==> src/rtl/wager_ledger_if.sv <==
// wager_ledger_if: bet request, round result and balance-read bundle.
// master drives requests; slave is the ledger.
interface wager_ledger_if #(
  parameter int N_SEATS = 4,
  parameter int BAL_W   = 10,
  parameter int BET_W   = 8
);
  localparam int SEAT_W = $clog2(N_SEATS);

  logic              bet_valid;
  logic [SEAT_W-1:0] bet_seat;
  logic [1:0]        bet_side;
  logic [BET_W-1:0]  bet_amt;
  logic              bet_ack;
  logic              endround;
  logic [3:0]        pscore;
  logic [3:0]        dscore;
  logic              busy;
  logic              settle_done;
  logic [SEAT_W-1:0] bal_sel;
  logic [BAL_W-1:0]  bal_out;
  logic [N_SEATS-1:0] broke;

  modport master (
    output bet_valid, bet_seat, bet_side, bet_amt,
    output endround, pscore, dscore, bal_sel,
    input  bet_ack, busy, settle_done, bal_out, broke
  );

  modport slave (
    input  bet_valid, bet_seat, bet_side, bet_amt,
    input  endround, pscore, dscore, bal_sel,
    output bet_ack, busy, settle_done, bal_out, broke
  );
endinterface

==> src/rtl/wager_ledger.sv <==
// wager_ledger: per-seat chip ledger, bets while OPEN, one seat settled per clock.
// Optional macro COMMISSION_EN: dealer-side wins pay s - s/20.
module wager_ledger #(
  parameter int N_SEATS  = 4,
  parameter int BAL_W    = 10,
  parameter int BET_W    = 8,
  parameter int INIT_BAL = 100
) (
  input logic           slow_clock,
  input logic           reset,
  wager_ledger_if.slave bus
);
  localparam int SEAT_W = $clog2(N_SEATS);
  localparam int SUM_W  = BAL_W + 4;
  localparam logic [BAL_W-1:0] BAL_MAX = '1;

  typedef enum logic [1:0] {OPEN, SETTLE, DONE} state_t;
  // outcome reuses the side encoding so a win is side == outcome
  typedef enum logic [1:0] {
    SIDE_NONE   = 2'b00,
    SIDE_PLAYER = 2'b01,
    SIDE_DEALER = 2'b10,
    SIDE_TIE    = 2'b11
  } side_t;

  state_t state, state_nx;
  side_t  outcome;
  logic [SEAT_W-1:0] idx;
  logic [BAL_W-1:0]  bal [N_SEATS];
  side_t             side [N_SEATS];
  logic [BET_W-1:0]  amt [N_SEATS];

  logic             accept, last_seat;
  logic             ack_q, done_q;
  logic [BET_W-1:0] stake, pay_s;
  logic [SUM_W-1:0] cur, s_w, gain, sum;
  logic [BAL_W-1:0] upd;
  logic             live, win, lose;

  assign accept = (state == OPEN) && bus.bet_valid &&
                  ({1'b0, bus.bet_seat} < (SEAT_W+1)'(N_SEATS));
  assign stake = (BAL_W'(bus.bet_amt) < bal[bus.bet_seat]) ?
                 bus.bet_amt : BET_W'(bal[bus.bet_seat]);
  assign last_seat = (idx == SEAT_W'(N_SEATS-1));

`ifdef COMMISSION_EN
  assign pay_s = amt[idx] - amt[idx] / BET_W'(20);
`else
  assign pay_s = amt[idx];
`endif

  always_comb begin
    cur  = SUM_W'(bal[idx]);
    s_w  = SUM_W'(amt[idx]);
    live = (side[idx] != SIDE_NONE) && (amt[idx] != '0);
    win  = live && (side[idx] == outcome);
    lose = live && !win && (outcome != SIDE_TIE);
    gain = s_w;
    unique case (outcome)
      SIDE_DEALER: gain = SUM_W'(pay_s);
      SIDE_TIE:    gain = s_w << 3;
      default:     gain = s_w;
    endcase
    sum = cur + gain;
    unique case (1'b1)
      win:  upd = (sum > SUM_W'(BAL_MAX)) ? BAL_MAX : sum[BAL_W-1:0];
      lose: upd = bal[idx] - BAL_W'(amt[idx]);
      default: upd = bal[idx];
    endcase
  end

  always_ff @(posedge slow_clock) begin
    if (reset) state <= OPEN;
    else       state <= state_nx;
  end

  always_comb begin
    state_nx = state;
    unique case (state)
      OPEN:    if (bus.endround) state_nx = SETTLE;
      SETTLE:  if (last_seat) state_nx = DONE;
      DONE:    state_nx = OPEN;
      default: state_nx = OPEN;
    endcase
  end

  always_ff @(posedge slow_clock) begin
    if (reset) begin
      idx     <= '0;
      outcome <= SIDE_NONE;
      ack_q   <= 1'b0;
      done_q  <= 1'b0;
      for (int i = 0; i < N_SEATS; i++) begin
        bal[i]  <= BAL_W'(INIT_BAL);
        side[i] <= SIDE_NONE;
        amt[i]  <= '0;
      end
    end else begin
      ack_q  <= accept;
      done_q <= (state == DONE);
      if (accept) begin
        side[bus.bet_seat] <= side_t'(bus.bet_side);
        amt[bus.bet_seat]  <= stake;
      end
      unique case (state)
        OPEN: if (bus.endround) begin
          idx <= '0;
          if (bus.pscore > bus.dscore)      outcome <= SIDE_PLAYER;
          else if (bus.dscore > bus.pscore) outcome <= SIDE_DEALER;
          else                              outcome <= SIDE_TIE;
        end
        SETTLE: begin
          bal[idx] <= upd;
          idx      <= idx + SEAT_W'(1);
        end
        DONE: for (int i = 0; i < N_SEATS; i++) begin
          side[i] <= SIDE_NONE;
          amt[i]  <= '0;
        end
        default: ;
      endcase
    end
  end

  assign bus.bet_ack     = ack_q;
  assign bus.settle_done = done_q;
  assign bus.busy        = (state != OPEN);
  assign bus.bal_out     = bal[bus.bal_sel];

  for (genvar i = 0; i < N_SEATS; i++) begin : g_broke
    assign bus.broke[i] = (bal[i] == '0);
  end
endmodule

==> src/flat_wrapper.sv <==
// flat-port wrapper written by rule: the top's interface ports become plain ports
module wager_ledger_flat 
#(
  parameter int N_SEATS  = 4,
  parameter int BAL_W    = 10,
  parameter int BET_W    = 8,
  parameter int INIT_BAL = 100
)
  (slow_clock, reset, bus_bet_valid, bus_bet_seat, bus_bet_side, bus_bet_amt, bus_endround, bus_pscore, bus_dscore, bus_bal_sel, bus_bet_ack, bus_busy, bus_settle_done, bus_bal_out, bus_broke);
  wager_ledger_if #(.N_SEATS(N_SEATS), .BAL_W(BAL_W), .BET_W(BET_W)) bus_i ();
  input logic slow_clock;
  input logic reset;
  input wire logic [$bits(bus_i.bet_valid)-1:0] bus_bet_valid;
  input wire logic [$bits(bus_i.bet_seat)-1:0] bus_bet_seat;
  input wire logic [$bits(bus_i.bet_side)-1:0] bus_bet_side;
  input wire logic [$bits(bus_i.bet_amt)-1:0] bus_bet_amt;
  input wire logic [$bits(bus_i.endround)-1:0] bus_endround;
  input wire logic [$bits(bus_i.pscore)-1:0] bus_pscore;
  input wire logic [$bits(bus_i.dscore)-1:0] bus_dscore;
  input wire logic [$bits(bus_i.bal_sel)-1:0] bus_bal_sel;
  output wire logic [$bits(bus_i.bet_ack)-1:0] bus_bet_ack;
  output wire logic [$bits(bus_i.busy)-1:0] bus_busy;
  output wire logic [$bits(bus_i.settle_done)-1:0] bus_settle_done;
  output wire logic [$bits(bus_i.bal_out)-1:0] bus_bal_out;
  output wire logic [$bits(bus_i.broke)-1:0] bus_broke;
  assign bus_i.bet_valid = bus_bet_valid;
  assign bus_i.bet_seat = bus_bet_seat;
  assign bus_i.bet_side = bus_bet_side;
  assign bus_i.bet_amt = bus_bet_amt;
  assign bus_i.endround = bus_endround;
  assign bus_i.pscore = bus_pscore;
  assign bus_i.dscore = bus_dscore;
  assign bus_i.bal_sel = bus_bal_sel;
  assign bus_bet_ack = bus_i.bet_ack;
  assign bus_busy = bus_i.busy;
  assign bus_settle_done = bus_i.settle_done;
  assign bus_bal_out = bus_i.bal_out;
  assign bus_broke = bus_i.broke;
  wager_ledger #(.N_SEATS(N_SEATS), .BAL_W(BAL_W), .BET_W(BET_W), .INIT_BAL(INIT_BAL)) u_core (.slow_clock(slow_clock), .reset(reset), .bus(bus_i));
endmodule
==> config.mk <==
export PLATFORM = sky130hd
export DESIGN_NAME = wager_ledger_flat
export DESIGN_NICKNAME = d
export VERILOG_FILES = /design/src/rtl/wager_ledger_if.sv /design/src/rtl/wager_ledger.sv /design/src/flat_wrapper.sv
export SDC_FILE = /design/constraint.sdc
export NUM_CORES = 1
export LEC_CHECK = 0
export BUFFER_PORTS_ARGS = -buffer_cell sky130_fd_sc_hd__buf_4
export CAP_MARGIN = 20
export CORE_ASPECT_RATIO = 0.6
export CORE_MARGIN = 4
export CORE_UTILIZATION = 55
export CTS_BUF_LIST = sky130_fd_sc_hd__clkbuf_8
export CTS_CLUSTER_SIZE = 40
export DETAILED_ROUTE_END_ITERATION = 7
export PLACE_DENSITY_LB_ADDON = 0.15
export SYNTH_ARGS = -nofsm -noshare
export SYNTH_HDL_FRONTEND = slang
export SYNTH_SLANG_ARGS = --single-unit
==> constraint.sdc <==
create_clock -name slow_clock -period 4.5 [get_ports slow_clock]
set_input_delay 0 -clock slow_clock [delete_from_list [all_inputs] [get_ports slow_clock]]
set_output_delay 0 -clock slow_clock [all_outputs]
set_load 0.01 [all_outputs]
-- Yosys cells after proc, flatten, opt, wreduce, memory -nomap -nowiden
Memories as Yosys holds them, arrays and structs flattened. A register that Yosys moved wholly into a read port is not among the register bits.
Index checks and enable logic that the tools add are counted.
- add/subtract/negate cells: 3
- equal/unequal tests: 8
- reduce and logical (&&, ||, !) cells: 21
- bitwise operators: 8
- order comparisons: 4
- multiplexer cells: 45
- operators by type and width (cell ; number):
    8-bit two-way mux ; 6
    10-bit logical NOT ; 4
    2-bit two-way mux ; 18
    10-bit two-way mux ; 2
    10-bit one-hot mux with 2 select lines ; 1
    1-bit two-way mux ; 15
    10-bit by 14-bit adder with 14-bit output ; 1
    14-bit by 10-bit > comparator with 1-bit output, second input constant ; 1
    11-bit two-way mux ; 1
    8-bit by 10-bit < comparator with 1-bit output ; 1
    10-bit OR reduction ; 1
    10-bit by 8-bit subtractor with 10-bit output ; 1
    4-bit > comparator ; 2
    1-bit bitwise OR ; 8
    2-bit one-hot mux with 2 select lines ; 2
    8-bit nonzero test ; 1
    8-bit OR reduction ; 1
    2-bit equality test, second input constant ; 3
    2-bit AND reduction ; 3
    2-bit nonzero test ; 3
    1-bit logical AND ; 5
    2-bit inequality test, second input constant ; 2
    2-bit by 1-bit adder with 2-bit output, second input constant ; 1
    2-bit by 1-bit equality test with 1-bit output, second input constant ; 1
    other kinds (5) ; 5
- RAM bits: 80
- logic and storage cells: 97
- bits in registers: 8
- memories: 3
- memories (memory ; words ; bits a word ; rd ports ; clocked after memory_dff ; write ports ; line ; source):
    u_core.bal ; 4 ; 10 ; 7 ; 1 ; 4 ; wager_ledger.sv:29 ; logic [BAL_W-1:0] bal [N_SEATS];
    u_core.amt ; 4 ; 8 ; 1 ; 1 ; 4 ; wager_ledger.sv:31 ; logic [BET_W-1:0] amt [N_SEATS];
    u_core.side ; 4 ; 2 ; 1 ; 1 ; 4 ; wager_ledger.sv:30 ; side_t side [N_SEATS];

-- Depth between registers and ports, before layout
- depth in word-level cells: 8
- gate-level depth with buffers: 14

-- Worst setup path after synthesis
OpenSTA, ideal clock, no wires.
- kind: register -> register
- start point: register with a tool-made name
- end point: memory u_core.bal[3][2] (data pin)
- clock period less this slack: 3884 ps
- stages on the path, launching flop included: 14
- path buffers: 3
- slack: 616 ps
- data required time: 4238 ps
- arrival: 3622 ps
- setup time: 262 ps
- path through: dfxtp_1 > buf_6 > buf_4 > mux4_2 > ha_1 > fa_1 > a211oi_1 > o21ai_0 > a311o_1 > or2_0 > clkbuf_1 > a21oi_1 > o21ai_0 > or2_2
- RTL lines (item ; line):
    to (decl) ; wager_ledger.sv:29

==> Flow_metrics.wiki <==
{| class="wikitable"
! Metric !! Value
|-
| Share of final-layout standard cells stronger than drive strength 1 || around a fifth
|-
| Top-area cell type share of the netlist area || 41.10%
|-
| Proportion of synthesized flip-flops having asynchronous set or reset || 0%
|-
| Layout Area Growth over Synthesis || 11.88%
|-
| Number of global-route vias before repair || 4,411
|-
| Routed length per instance || 22.92 um
|-
| Top achievable clock speed || 235.3 MHz
|-
| Aggregate global routing overflow || 0
|-
| Final worst hold slack || 0.02511 ns
|-
| First DRT Iteration DRCs || 550
|-
| Post-layout minimum cycle time || between 4 and 5 ns
|-
| Clk pwr share || 25.6%
|-
| Most frequent standard cell in the layout excluding fill and tap cells || sky130_fd_sc_hd__nor2_1
|-
| Per-instance average area after synthesis || 11.33 um2
|-
| Floorplan die width || between 100 and 150 um
|-
| Final Max Slew Viols || 0
|-
| Category of the worst setup path capture point || register
|-
| Setup-failing EPs final || 0
|-
| Cell taking the most area after synthesis || sky130_fd_sc_hd__edfxtp_1
|-
| Synthesized instance count || 516
|-
| Sw frac || 33.88%
|-
| Die Area || 12,390 um2
|-
| Cell-internal power || roughly 1.4 mW
|-
| Worst-case vdd ir drop || 0.0002118 V
|-
| Std cell rows || 28
|-
| Clk Latency, worst-skew pair || between 0.3 and 0.4 ns
|-
| Number of flops mapped to enable cells by yosys || 80
|-
| Synth unique cells || 61
|-
| Clk buf depth || 2
|-
| Effective utilization at floorplan || 57.72%
|-
| Number of diodes || 0
|-
| Yosys warning total || 0
|-
| Detailed-route via count || approximately 4,600
|-
| Setup_tns || 0 ns
|-
| Initial antenna violation count || 0
|-
| Layout net count || 620
|-
| Largest clock skew in the final design || between 0.01 and 0.015 ns
|-
| Global-route wire length before repair || 24,950 um
|-
| Power per cell area || 328.2 nW/um2
|-
| Leakage power || 2.541 nW
|-
| Worst-path maximum fanout || 10
|-
| Tightest Hold Check Type || input port to register
|-
| Global placement routability congestion || 0.9766
|-
| Number of buffers created by CTS || 9
|-
| Most used flip-flop cell after synthesis || sky130_fd_sc_hd__edfxtp_1
|-
| Result of the run || complete, no violations
|-
| Data required time at the worst endpoint || 4.63 ns
|-
| Placed Instance Area || 6305 um2
|-
| I/O pin total || 43
|-
| Number of setup buffers added after CTS || 0
|-
| CTS clock-pin slew for the worst setup and hold paths || around 0.1 ns
|-
| Max_slew headroom || 25.17%
|-
| Total non-filler cell area in the finished layout || roughly 6500 um2
|-
| Logic gate share of total power || 28.4%
|-
| Most used cells in the layout excluding fill and tap cells || sky130_fd_sc_hd__nor2_1, sky130_fd_sc_hd__edfxtp_1, sky130_fd_sc_hd__buf_4
|-
| HPWL Detailed || 12,560 um
|-
| Placeable core region || 10,120 um2
|-
| Remaining DRCs || 0
|-
| NetSw || 727.0 uW
|-
| RSZ-0062 raised after global routing || false
|-
| Startpoint types || register
|-
| Number of H-tree branching levels || 3
|-
| Number of iterations in the first detailed-routing pass || 5
|-
| Post-synthesis sequential element count || 90
|-
| Number of sinks on the clock net || 90
|-
| Die height || around 88 um
|-
| Tot GR Track Use || 27.01%
|-
| Fraction of the cycle the final worst path needs || 94.43%
|-
| Antenna Violating Nets Remaining || 0
|-
| Netlist area before placement || 5844 um2
|-
| Mean number of vias per cell || around 6.5
|-
| Max-Cap Viols || 0
|-
| Pin count of the biggest net entering global routing || 19
|-
| Seq pwr share || 46.0%
|-
| Data arrival, critical path || around 4.4 ns
|-
| Number of failing hold endpoints at the final stage || 0
|-
| Sequential element share of the synthesized area || between 40% and 50%
|-
| Critical Setup Path Class || register to register
|-
| Transition at the pin with the smallest max-transition slack || between 1 and 1.5 ns
|-
| Ranking of synthesized cells by area || sky130_fd_sc_hd__edfxtp_1, sky130_fd_sc_hd__mux4_2, sky130_fd_sc_hd__ha_1
|-
| Clock root buffer || sky130_fd_sc_hd__clkbuf_8
|-
| PortBufs || 42
|-
| WL final || 16,090 um
|-
| TritonCTS clock tree || done
|-
| Syn nets || roughly 570
|}
[sequential cells by signal, summed over array words and instances (netlist names), named ones only]
signal / count
u_core.amt: 32
u_core.bal: 40
u_core.bus.bet_ack: 1
u_core.state: 2
u_core.outcome: 2
u_core.idx: 2
u_core.bus.settle_done: 1
u_core.side: 8
[routing by layer]
metal | up-vias | global-route usage, % | part of all wire (%)
met5 | - | 0 | 0
met4 | 0 | 5.717 | 1.5
met3 | 25 | 10.26 | 14
met2 | 308 | 39.57 | 42
met1 | 2225 | 38.82 | 43
li1 | 2039 | - | -
[power by group through the flow]
stage               clock [mW]  sequential, mW  combinational (mW)
floorplan                    0           0.989               0.415
global placement             0            1.00               0.570
detailed placement           0            1.00               0.582
CTS                      0.553           0.984               0.588
global route             0.592           0.990               0.658
finish                   0.549           0.987               0.610
[final timing paths]
check                                     start                     end  slack [ns]  cells after the start
worst max register to register         register        u_core.bal[3][2]        0.25                     11
worst min register to register  u_core.state[0]  u_core.bus.settle_done        0.51                      1
worst min-delay path               bus_endround       u_core.outcome[0]        0.03                      5
worst max-delay path                   register        u_core.bal[3][2]        0.25                     11
[what timing repair did]
item                                    CTS  global route
hold buffers                              3             0
endpoints found under the setup margin    0            16
gates resized for setup                   0             3
endpoints found under the hold margin    16             0
[through the flow]
| stage | std cells | setup WS, ns | utilization, % | total power, mW |
|---|---|---|---|---|
| floorplan | 516 | 0.6163 | - | 1.404 |
| global placement | 683 | 0.3184 | 62.27 | 1.571 |
| detailed placement | 683 | 0.1783 | 62.27 | 1.585 |
| CTS | 702 | 0.1545 | 64.47 | 2.125 |
| global route | 702 | 0.04598 | 64.58 | 2.240 |
| finish | 702 | 0.2505 | 64.58 | 2.146 |
[area by class of cell]
type,count,area [um2]
clock buffer,9,123.9
clock inverter,7,68.82
fill,800,3586
inverter,35,131.4
multi-input combinational,372,3029
sequential,90,2604
tap,135,168.9
timing repair buffer,54,412.9
[kinds of logic (layout without fill, tap and decap cells)]
group / Yosys count / in the layout / share of synthesized area [%]
AO/OA/AOI/OAI: 95 / 95 / 11.00
XOR/XNOR: 10 / 10 / 1.499
adder cells (fa/ha/maj): 32 / 32 / 7.108
buffers and inverters: 54 / 105 / 3.811
flip-flops: 90 / 90 / 44.53
multiplexers: 50 / 50 / 16.87
AND/OR/NAND/NOR: 185 / 185 / 15.18
[critical path, cell delays in order (launching register included)]
cell and delay (ns):
sky130_fd_sc_hd__dfxtp_2 0.43, sky130_fd_sc_hd__mux4_1 0.65, sky130_fd_sc_hd__and2_1 0.18, sky130_fd_sc_hd__ha_1 0.21
sky130_fd_sc_hd__fa_1 0.43, sky130_fd_sc_hd__a211oi_1 0.28, sky130_fd_sc_hd__o21ai_0 0.25, sky130_fd_sc_hd__a311o_1 0.42
sky130_fd_sc_hd__or2_0 0.43, sky130_fd_sc_hd__a21oi_1 0.22, sky130_fd_sc_hd__o21ai_0 0.19, sky130_fd_sc_hd__or2_2 0.33
[cell usage after synthesis, types with 3 or more instances]
library cell	count
sky130_fd_sc_hd__a211oi_1	4
sky130_fd_sc_hd__a21o_1	5
sky130_fd_sc_hd__a21oi_1	32
sky130_fd_sc_hd__a22oi_1	6
sky130_fd_sc_hd__and2_1	16
sky130_fd_sc_hd__and3_1	4
sky130_fd_sc_hd__clkbuf_1	13
sky130_fd_sc_hd__dfxtp_1	10
sky130_fd_sc_hd__edfxtp_1	80
sky130_fd_sc_hd__ha_1	30
sky130_fd_sc_hd__inv_1	35
sky130_fd_sc_hd__mux2i_1	10
sky130_fd_sc_hd__mux4_2	36
sky130_fd_sc_hd__nand2_1	30
sky130_fd_sc_hd__nand2b_1	8
sky130_fd_sc_hd__nand3_1	7
sky130_fd_sc_hd__nor2_1	82
sky130_fd_sc_hd__nor2b_1	3
sky130_fd_sc_hd__nor3_1	7
sky130_fd_sc_hd__nor4_1	9
sky130_fd_sc_hd__o21a_1	5
sky130_fd_sc_hd__o21ai_0	16
sky130_fd_sc_hd__o221ai_1	4
sky130_fd_sc_hd__o22ai_1	3
sky130_fd_sc_hd__or2_2	5
sky130_fd_sc_hd__or3_1	5
sky130_fd_sc_hd__xnor2_1	7
sky130_fd_sc_hd__xor2_1	3
No activity file was read; power rests on OpenSTA's default activity.
